===== src/rtl/hazard_scoreboard_if.sv =====
// ID-stage hazard handshake between the decode pipeline (master) and the
// load-use hazard scoreboard (slave).
interface hazard_scoreboard_if #(
    parameter int REG_AW = 5,
    parameter int CNT_W  = 32
);
    logic              id_valid;
    logic [REG_AW-1:0] id_rs1;
    logic [REG_AW-1:0] id_rs2;
    logic              id_rs1_used;
    logic              id_rs2_used;
    logic [REG_AW-1:0] id_rd;
    logic              id_mem_read;
    logic              flush;
    logic              mem_busy;
    logic              stall;
    logic              ctrl_bubble;
    logic [1:0]        haz_state;
    logic [CNT_W-1:0]  stall_cnt;

    modport master (
        output id_valid, id_rs1, id_rs2, id_rs1_used, id_rs2_used,
               id_rd, id_mem_read, flush, mem_busy,
        input  stall, ctrl_bubble, haz_state, stall_cnt
    );

    modport slave (
        input  id_valid, id_rs1, id_rs2, id_rs1_used, id_rs2_used,
               id_rd, id_mem_read, flush, mem_busy,
        output stall, ctrl_bubble, haz_state, stall_cnt
    );
endinterface


===== src/rtl/hazard_scoreboard.sv =====
// Load-use hazard scoreboard: LOAD_LAT in-flight load tags, stall/bubble
// generation and a RUN/LOAD_STALL/MEM_FREEZE state. Optional stall counter
// is built only when HAZ_STALL_CNT_EN is defined.
module hazard_scoreboard #(
    parameter int REG_AW   = 5,
    parameter int LOAD_LAT = 1,
    parameter int CNT_W    = 32
) (
    input logic            clk,
    input logic            rst_n,
    hazard_scoreboard_if.slave bus
);

    typedef enum logic [1:0] {
        ST_RUN        = 2'd0,
        ST_LOAD_STALL = 2'd1,
        ST_MEM_FREEZE = 2'd2
    } haz_state_e;

    haz_state_e                     state_r;
    haz_state_e                     next_state_s;
    logic [LOAD_LAT-1:0]            slot_valid_r;
    logic [LOAD_LAT-1:0][REG_AW-1:0] slot_rd_r;
    logic                           hit_s;
    logic                           push_s;
    logic                           stall_s;

    // x0 is hard-wired zero, so it can never be the subject of a hazard
    function automatic logic src_match(input logic              used,
                                       input logic [REG_AW-1:0] src,
                                       input logic [REG_AW-1:0] tag);
        return used && (src != {REG_AW{1'b0}}) && (src == tag);
    endfunction

    // Compare both ID sources against every live load tag
    always_comb begin
        hit_s = 1'b0;
        for (int k = 0; k < LOAD_LAT; k++) begin
            hit_s = hit_s | (bus.id_valid & slot_valid_r[k] &
                             (src_match(bus.id_rs1_used, bus.id_rs1, slot_rd_r[k]) |
                              src_match(bus.id_rs2_used, bus.id_rs2, slot_rd_r[k])));
        end
    end

    // A stalled or flushed instruction must not leave a tag behind
    always_comb begin
        push_s = bus.id_valid & bus.id_mem_read & (bus.id_rd != {REG_AW{1'b0}}) &
                 ~hit_s & ~bus.flush;
    end

    // Memory freeze dominates; a pending hit is re-evaluated once it releases
    always_comb begin
        if (bus.mem_busy) begin
            next_state_s = ST_MEM_FREEZE;
        end else if (hit_s) begin
            next_state_s = ST_LOAD_STALL;
        end else begin
            next_state_s = ST_RUN;
        end
    end

    // Tag slots advance one stage per unfrozen cycle; a hit shifts in a bubble
    always_ff @(posedge clk or negedge rst_n) begin
        if (!rst_n) begin
            slot_valid_r <= '0;
            slot_rd_r    <= '0;
        end else if (!bus.mem_busy) begin
            for (int k = LOAD_LAT - 1; k > 0; k--) begin
                slot_valid_r[k] <= slot_valid_r[k-1];
                slot_rd_r[k]    <= slot_rd_r[k-1];
            end
            slot_valid_r[0] <= push_s;
            slot_rd_r[0]    <= bus.id_rd;
        end else begin
            slot_valid_r <= slot_valid_r;
            slot_rd_r    <= slot_rd_r;
        end
    end

    // State register; any corrupted encoding falls back to RUN
    always_ff @(posedge clk or negedge rst_n) begin
        if (!rst_n) begin
            state_r <= ST_RUN;
        end else begin
            case (state_r)
                ST_RUN, ST_LOAD_STALL, ST_MEM_FREEZE: state_r <= next_state_s;
                default:                              state_r <= ST_RUN;
            endcase
        end
    end

    assign stall_s         = bus.mem_busy | hit_s;
    assign bus.stall       = stall_s;
    assign bus.ctrl_bubble = hit_s & ~bus.mem_busy;
    assign bus.haz_state   = state_r;

`ifdef HAZ_STALL_CNT_EN
    logic [CNT_W-1:0] stall_cnt_r;

    // Saturating count of every stalled cycle, freeze cycles included
    always_ff @(posedge clk or negedge rst_n) begin
        if (!rst_n) begin
            stall_cnt_r <= {CNT_W{1'b0}};
        end else if (stall_s && !(&stall_cnt_r)) begin
            stall_cnt_r <= stall_cnt_r + {{(CNT_W-1){1'b0}}, 1'b1};
        end else begin
            stall_cnt_r <= stall_cnt_r;
        end
    end

    assign bus.stall_cnt = stall_cnt_r;
`else
    assign bus.stall_cnt = {CNT_W{1'b0}};
`endif

endmodule


===== src/flat_wrapper.sv =====
// flat-port wrapper written by rule: the top's interface ports become plain ports
module hazard_scoreboard_flat 
#(
    parameter int REG_AW   = 5,
    parameter int LOAD_LAT = 1,
    parameter int CNT_W    = 32
)
  (clk, rst_n, bus_id_valid, bus_id_rs1, bus_id_rs2, bus_id_rs1_used, bus_id_rs2_used, bus_id_rd, bus_id_mem_read, bus_flush, bus_mem_busy, bus_stall, bus_ctrl_bubble, bus_haz_state, bus_stall_cnt);
  hazard_scoreboard_if #(.REG_AW(REG_AW), .CNT_W(CNT_W)) bus_i ();
  input logic clk;
  input logic rst_n;
  input wire logic [$bits(bus_i.id_valid)-1:0] bus_id_valid;
  input wire logic [$bits(bus_i.id_rs1)-1:0] bus_id_rs1;
  input wire logic [$bits(bus_i.id_rs2)-1:0] bus_id_rs2;
  input wire logic [$bits(bus_i.id_rs1_used)-1:0] bus_id_rs1_used;
  input wire logic [$bits(bus_i.id_rs2_used)-1:0] bus_id_rs2_used;
  input wire logic [$bits(bus_i.id_rd)-1:0] bus_id_rd;
  input wire logic [$bits(bus_i.id_mem_read)-1:0] bus_id_mem_read;
  input wire logic [$bits(bus_i.flush)-1:0] bus_flush;
  input wire logic [$bits(bus_i.mem_busy)-1:0] bus_mem_busy;
  output wire logic [$bits(bus_i.stall)-1:0] bus_stall;
  output wire logic [$bits(bus_i.ctrl_bubble)-1:0] bus_ctrl_bubble;
  output wire logic [$bits(bus_i.haz_state)-1:0] bus_haz_state;
  output wire logic [$bits(bus_i.stall_cnt)-1:0] bus_stall_cnt;
  assign bus_i.id_valid = bus_id_valid;
  assign bus_i.id_rs1 = bus_id_rs1;
  assign bus_i.id_rs2 = bus_id_rs2;
  assign bus_i.id_rs1_used = bus_id_rs1_used;
  assign bus_i.id_rs2_used = bus_id_rs2_used;
  assign bus_i.id_rd = bus_id_rd;
  assign bus_i.id_mem_read = bus_id_mem_read;
  assign bus_i.flush = bus_flush;
  assign bus_i.mem_busy = bus_mem_busy;
  assign bus_stall = bus_i.stall;
  assign bus_ctrl_bubble = bus_i.ctrl_bubble;
  assign bus_haz_state = bus_i.haz_state;
  assign bus_stall_cnt = bus_i.stall_cnt;
  hazard_scoreboard #(.REG_AW(REG_AW), .LOAD_LAT(LOAD_LAT), .CNT_W(CNT_W)) u_core (.clk(clk), .rst_n(rst_n), .bus(bus_i));
endmodule

===== config.mk =====
export PLATFORM = sky130hd
export DESIGN_NAME = hazard_scoreboard_flat
export DESIGN_NICKNAME = d
export VERILOG_FILES = /design/src/rtl/hazard_scoreboard_if.sv /design/src/rtl/hazard_scoreboard.sv /design/src/flat_wrapper.sv
export SDC_FILE = /design/constraint.sdc
export NUM_CORES = 1
export LEC_CHECK = 0
export BUFFER_PORTS_ARGS = -buffer_cell sky130_fd_sc_hd__buf_2
export CAP_MARGIN = 10
export CORE_ASPECT_RATIO = 0.7
export CORE_MARGIN = 3
export CORE_UTILIZATION = 30
export DETAILED_ROUTE_END_ITERATION = 10
export PLACE_DENSITY = 0.62
export SLEW_MARGIN = 25
export SYNTH_ARGS = -nofsm -noshare
export SYNTH_HDL_FRONTEND = slang
export SYNTH_SLANG_ARGS = --single-unit
export TNS_END_PERCENT = 50

===== constraint.sdc =====
create_clock -name clk -period 2.3 [get_ports clk]
set_input_delay 0.23 -clock clk [delete_from_list [all_inputs] [get_ports clk]]
set_output_delay 0.23 -clock clk [all_outputs]
set_load 0.02 [all_outputs]

Word-level counts from Yosys, hierarchy flattened
Index checks and enable logic that the tools add are counted.
{"block": "word_totals", "reg_bits": 8, "input_bits": 23, "out_inout_bits": 36, "wordCells": 31}
{"block": "classes", "eq_ne": 4, "muxes": 3, "n_bitwise": 12, "reduce_logical": 9}
{"cell": "$reduce_bool A5 Y1", "count": 3}
{"cell": "$eq A5 B5 Y1", "count": 2}
{"cell": "$and A1 B1 Y1", "count": 7}
{"cell": "$logic_and A1 B1 Y1", "count": 4}
{"cell": "$mux W2", "count": 2}
{"cell": "$not A1 Y1", "count": 3}
{"cell": "$reduce_or A3 Y1", "count": 1}
{"cell": "$eq A2 B1 Y1 const B", "count": 1}
{"cell": "$eq A2 B2 Y1 const B", "count": 1}
{"cell": "$logic_not A2 Y1", "count": 1}
{"cell": "$or A1 B1 Y1", "count": 2}
{"cell": "$mux W1", "count": 1}

Logic depth before layout (Yosys ltp)
{"block": "depth", "depth_word": 8, "mapped_depth": 5, "depth_no_buf": 5}

Worst setup path before layout
OpenSTA, ideal clock, no wires.
{"block": "synth_timing", "path_type": "register -> output", "start": "reg u_core.slot_rd_r[0] in the netlist's numbering", "end": "out bus_ctrl_bubble", "t_arrival_ps": 1558, "required_time_ps": 2070, "setup_slack_ps": 512, "path_stages_with_launch": 5, "n_path_buf": 0, "cell_sequence": "dfrtp_1 xor2_1 or4_1 o32a_2 nor2_1"}
{"block": "synth_via", "elab_chain_len": 5, "elab_cells_between_ends": 7, "cone_classes": "2 x eq/ne; 3 x bitwise; 2 x reduce/logical"}
{"item": "from (decl)", "line": "hazard_scoreboard.sv:23", "text": "logic [LOAD_LAT-1:0][REG_AW-1:0] slot_rd_r;"}
{"item": "from (signal, indexed assignment)", "line": "hazard_scoreboard.sv:70", "text": "slot_rd_r[k] <= slot_rd_r[k-1];"}
{"item": "from (signal assigned)", "line": "hazard_scoreboard.sv:76", "text": "slot_rd_r <= slot_rd_r;"}
{"item": "$eq A5 B5 Y1", "line": "hazard_scoreboard.sv:32", "text": "return used && (src != {REG_AW{1'b0}}) && (src == tag);"}
{"item": "$logic_and A1 B1 Y1", "line": "hazard_scoreboard.sv:32"}
{"item": "$or A1 B1 Y1 (*)", "line": "hazard_scoreboard.sv:40", "text": "(src_match(bus.id_rs1_used, bus.id_rs1, slot_rd_r[k]) |"}
{"item": "$and A1 B1 Y1 (*)", "line": "hazard_scoreboard.sv:39", "text": "hit_s = hit_s | (bus.id_valid & slot_valid_r[k] &"}
{"item": "$and A1 B1 Y1 (*)", "line": "hazard_scoreboard.sv:94", "text": "assign bus.ctrl_bubble = hit_s & ~bus.mem_busy;"}
{"item": "to (decl)", "line": "flat_wrapper.sv:22", "text": "output wire logic [$bits(bus_i.ctrl_bubble)-1:0] bus_ctrl_bubble;"}
Mark *: on every way between the ends. The rest lies on a longest branch, timed or not.

Final worst setup path
{"block": "layout_timing", "start": "reg u_core.slot_rd_r[0] in the netlist's numbering", "end": "out bus_stall"}
{"block": "layout_via", "elab_chain_len": 5, "elab_cells_between_ends": 7, "cone_classes": "2 x eq/ne; 3 x bitwise; 2 x reduce/logical"}
{"item": "$eq A5 B5 Y1", "line": "hazard_scoreboard.sv:32"}
{"item": "$logic_and A1 B1 Y1", "line": "hazard_scoreboard.sv:32"}
{"item": "$or A1 B1 Y1 (*)", "line": "hazard_scoreboard.sv:40"}
{"item": "$and A1 B1 Y1 (*)", "line": "hazard_scoreboard.sv:39"}
{"item": "$or A1 B1 Y1 (*)", "line": "hazard_scoreboard.sv:92", "text": "assign stall_s = bus.mem_busy | hit_s;"}
{"item": "to (decl)", "line": "flat_wrapper.sv:21", "text": "output wire logic [$bits(bus_i.stall)-1:0] bus_stall;"}
Marked as above.

==> impl_metrics.env <==
export IMPL_ys_types=20
export IMPL_ys_seq_area_share_pct=28.4
export IMPL_p_sw_uw=139
export IMPL_report_final_slew_viol_count=0
export IMPL_firstDrtPassIters=2
export IMPL_syn_area_um2=704
export IMPL_final_cell_mix="32 x conb_1, 26 x buf_2, 8 x dfrtp_1, 5 x xnor2_1, 5 x mux2_2"
export IMPL_setup_viol=0
export IMPL_crit_path_max_fanout=4
export IMPL_clockRootBuffer="clkbuf_4"
export IMPL_final_common_cell="conb_1"
export IMPL_io_pins=59
export IMPL_grt_max_degree=12
export IMPL_maxCapViolCount=0
export IMPL_p_sw_share_pct=35.5
export IMPL_power_frac_seq_pct=42.5
export IMPL_crit_family="simple AND/OR/NAND/NOR gates"
export IMPL_grt_pass1_wl_mm=2.01
export IMPL_track_usage_pct=8.98
export IMPL_worstSetupPathType="flop to output port"
export IMPL_crit_path_top_delay_cell="or4_1"
export IMPL_internal_power_uw=252
export IMPL_synth_cells=75
export IMPL_fp_row_count=14
export IMPL_finalClockSkew_ns=0.00605
export IMPL_cts_sinks=8
export IMPL_clk_path_buf_depth=2
export IMPL_powerDensity_nw_per_um2=502
export IMPL_p_leak_uw=0.000398
export IMPL_nNetsFinal=128
export IMPL_grt_ovfl_total=0
export IMPL_rsz0062_at_grt="false"
export IMPL_diodes=0
export IMPL_yosysWarnings=0
export IMPL_cts_inserted_buffers=3
export IMPL_io_buffers=26
export IMPL_cts_htree_levels=1
export IMPL_required_ns=2.07
export IMPL_path_cells="xor2_1, or4_1, o32a_2, or2b_1, buf_2"
export IMPL_post_drt_wl_per_cell_um=10.2
export IMPL_drive_gt1_share_pct=35.0
export IMPL_tritoncts="done"
export IMPL_finalCritPeriodShare_pct=93.3
export IMPL_combPwrFrac_pct=29.9
export IMPL_grt_pass1_vias=480
export IMPL_finalSetupTns_ns=0
export IMPL_synth_seq_cells=8
export IMPL_fin_crit_ns=2.15
export IMPL_critPathLaunchType="flop"
export IMPL_start_util_pct=32.2
export IMPL_worst_path_buf_inv=1
export IMPL_die_area_um2=2970
export IMPL_area_growth_pct=10.7
export IMPL_fin_util_pct=35.6
export IMPL_hold_viol_final=0
export IMPL_grt_antenna_before_repair=0
export IMPL_path_clk_slew_ns=0.06
export IMPL_drt_drc_violations_left=0
export IMPL_vias=523
export IMPL_status="complete, no violations"
export IMPL_dp_hpwl_mm=1.21
export IMPL_hold_worst_slack_ns=0.224
export IMPL_core_area_um2=2190
export IMPL_finalWirelength_mm=1.38
export IMPL_drt_iter0_markers=6
export IMPL_die_h_um=46.5
export IMPL_crit_arrival_ns=1.92
export IMPL_end_kind="output port"
export IMPL_syn_area_per_cell_um2=9.39
export IMPL_power_frac_clock_pct=27.6
export IMPL_gp_congestion=0.706
export IMPL_ant_nets=0
export IMPL_fmax_ghz=0.466
export IMPL_critPathMaxStageDelay_ns=0.52
export IMPL_min_path_type="input port to flop"
export IMPL_die_x_um=63.9
export IMPL_clk_latency_ns=0.25
export IMPL_viasPerCell=3.87
export IMPL_peakVddDrop_v=0.000211
[worst reg2reg max path: cells and delay by family (launching register included)]
| kind | cells | cell delay [ns] |
|---|---|---|
| compound gates | 2 | 0.42 |
| simple gates | 1 | 0.52 |
| xor+xnor | 1 | 0.17 |
| flops | 1 | 0.43 |
[cell families after synthesis]
| kind of cell | after synthesis | synth area share, % |
|---|---|---|
| buffers and inverters | 33 | 34.6 |
| AND/OR/NAND/NOR | 14 | 11.4 |
| XOR/XNOR | 8 | 9.95 |
| other | 1 | 0.532 |
| flip-flops | 8 | 28.4 |
| multiplexers | 5 | 7.99 |
| AO/OA/AOI/OAI | 6 | 7.11 |
[cell usage after synthesis (all sizes together)]
| master | n | area share (%) |
|---|---|---|
| or2b | 1 | 1.1 |
| mux2 | 5 | 8.0 |
| nor4 | 3 | 2.7 |
| a21oi | 2 | 1.4 |
| buf | 32 | 34 |
| nor2 | 2 | 1.1 |
| a21boi | 1 | 1.1 |
| nor3 | 2 | 1.4 |
| nand3 | 1 | 0.71 |
| nand4 | 2 | 1.8 |
| clkbuf | 1 | 0.53 |
| xor2 | 3 | 3.7 |
| a22o | 1 | 1.2 |
| dfrtp | 8 | 28 |
| or4 | 2 | 2.1 |
| a211oi | 1 | 1.8 |
| o32a | 1 | 1.6 |
| nand2 | 1 | 0.53 |
| xnor2 | 5 | 6.2 |
| conb | 1 | 0.53 |
[power by group through the flow]
stage	logic [uW]	clock network (uW)	registers, uW
6_report	117	108	166
5_1_grt	128	116	168
4_1_cts	117	110	166
3_5_place_dp	115	0	169
3_3_place_gp	114	0	168
2_1_floorplan	124	0	166
[through the flow]
step	power [uW]	area, um^2	setup slack [ns]	instances
after floorplan	290	821	0.512	106
after global placement	282	747	0.442	131
after detailed placement	284	747	0.425	131
after CTS	393	779	0.150	135
after global routing	413	779	0.0994	135
final	391	779	0.154	135
[repair_timing]
action | CTS | global route
resized for setup | 0 | 0
setup endpoints to repair | 0 | 0
hold endpoints to repair | 8 | 0
hold buffers | 1 | 0
setup buffers | 0 | 0
[per-layer routing]
metal	vias to the layer above	wire, um	GRT usage, %
met5	-	0	0
met4	0	0	3.86
met3	0	127	1.71
met2	33	663	16.2
met1	238	591	10.7
li1	252	-	-
[worst paths after layout]
kind / to / cells past startpoint / slack [ns] / from
hold / removal: u_core.slot_rd_r[4] / 2 / 0.22 / bus_id_rd[4]
min in group asynchronous: u_core.bus.haz_state[1] / 2 / 0.35 / rst_n
setup reg to reg: u_core.slot_valid_r / 4 / 0.65 / u_core.slot_rd_r[0]
setup / recovery: bus_stall / 5 / 0.15 / u_core.slot_rd_r[0]
max in group asynchronous: u_core.slot_rd_r[1] / 2 / 1.78 / rst_n
hold reg to reg: u_core.bus.haz_state[0] / 1 / 0.49 / u_core.bus.haz_state[1]
[area by class of cell]
class,instances,area (um^2)
Clock buffer,3,22.5
Fill cell,240,1410
Multi-Input combinational cell,65,377
Sequential cell,8,200
Tap cell,32,40.0
Timing Repair Buffer,27,140
[registers in the layout (all words and copies together) (netlist names)]
name	cells
u_core.bus.haz_state	2
u_core.slot_valid_r	1
u_core.slot_rd_r	5
Power figures use the tool's default switching activity.
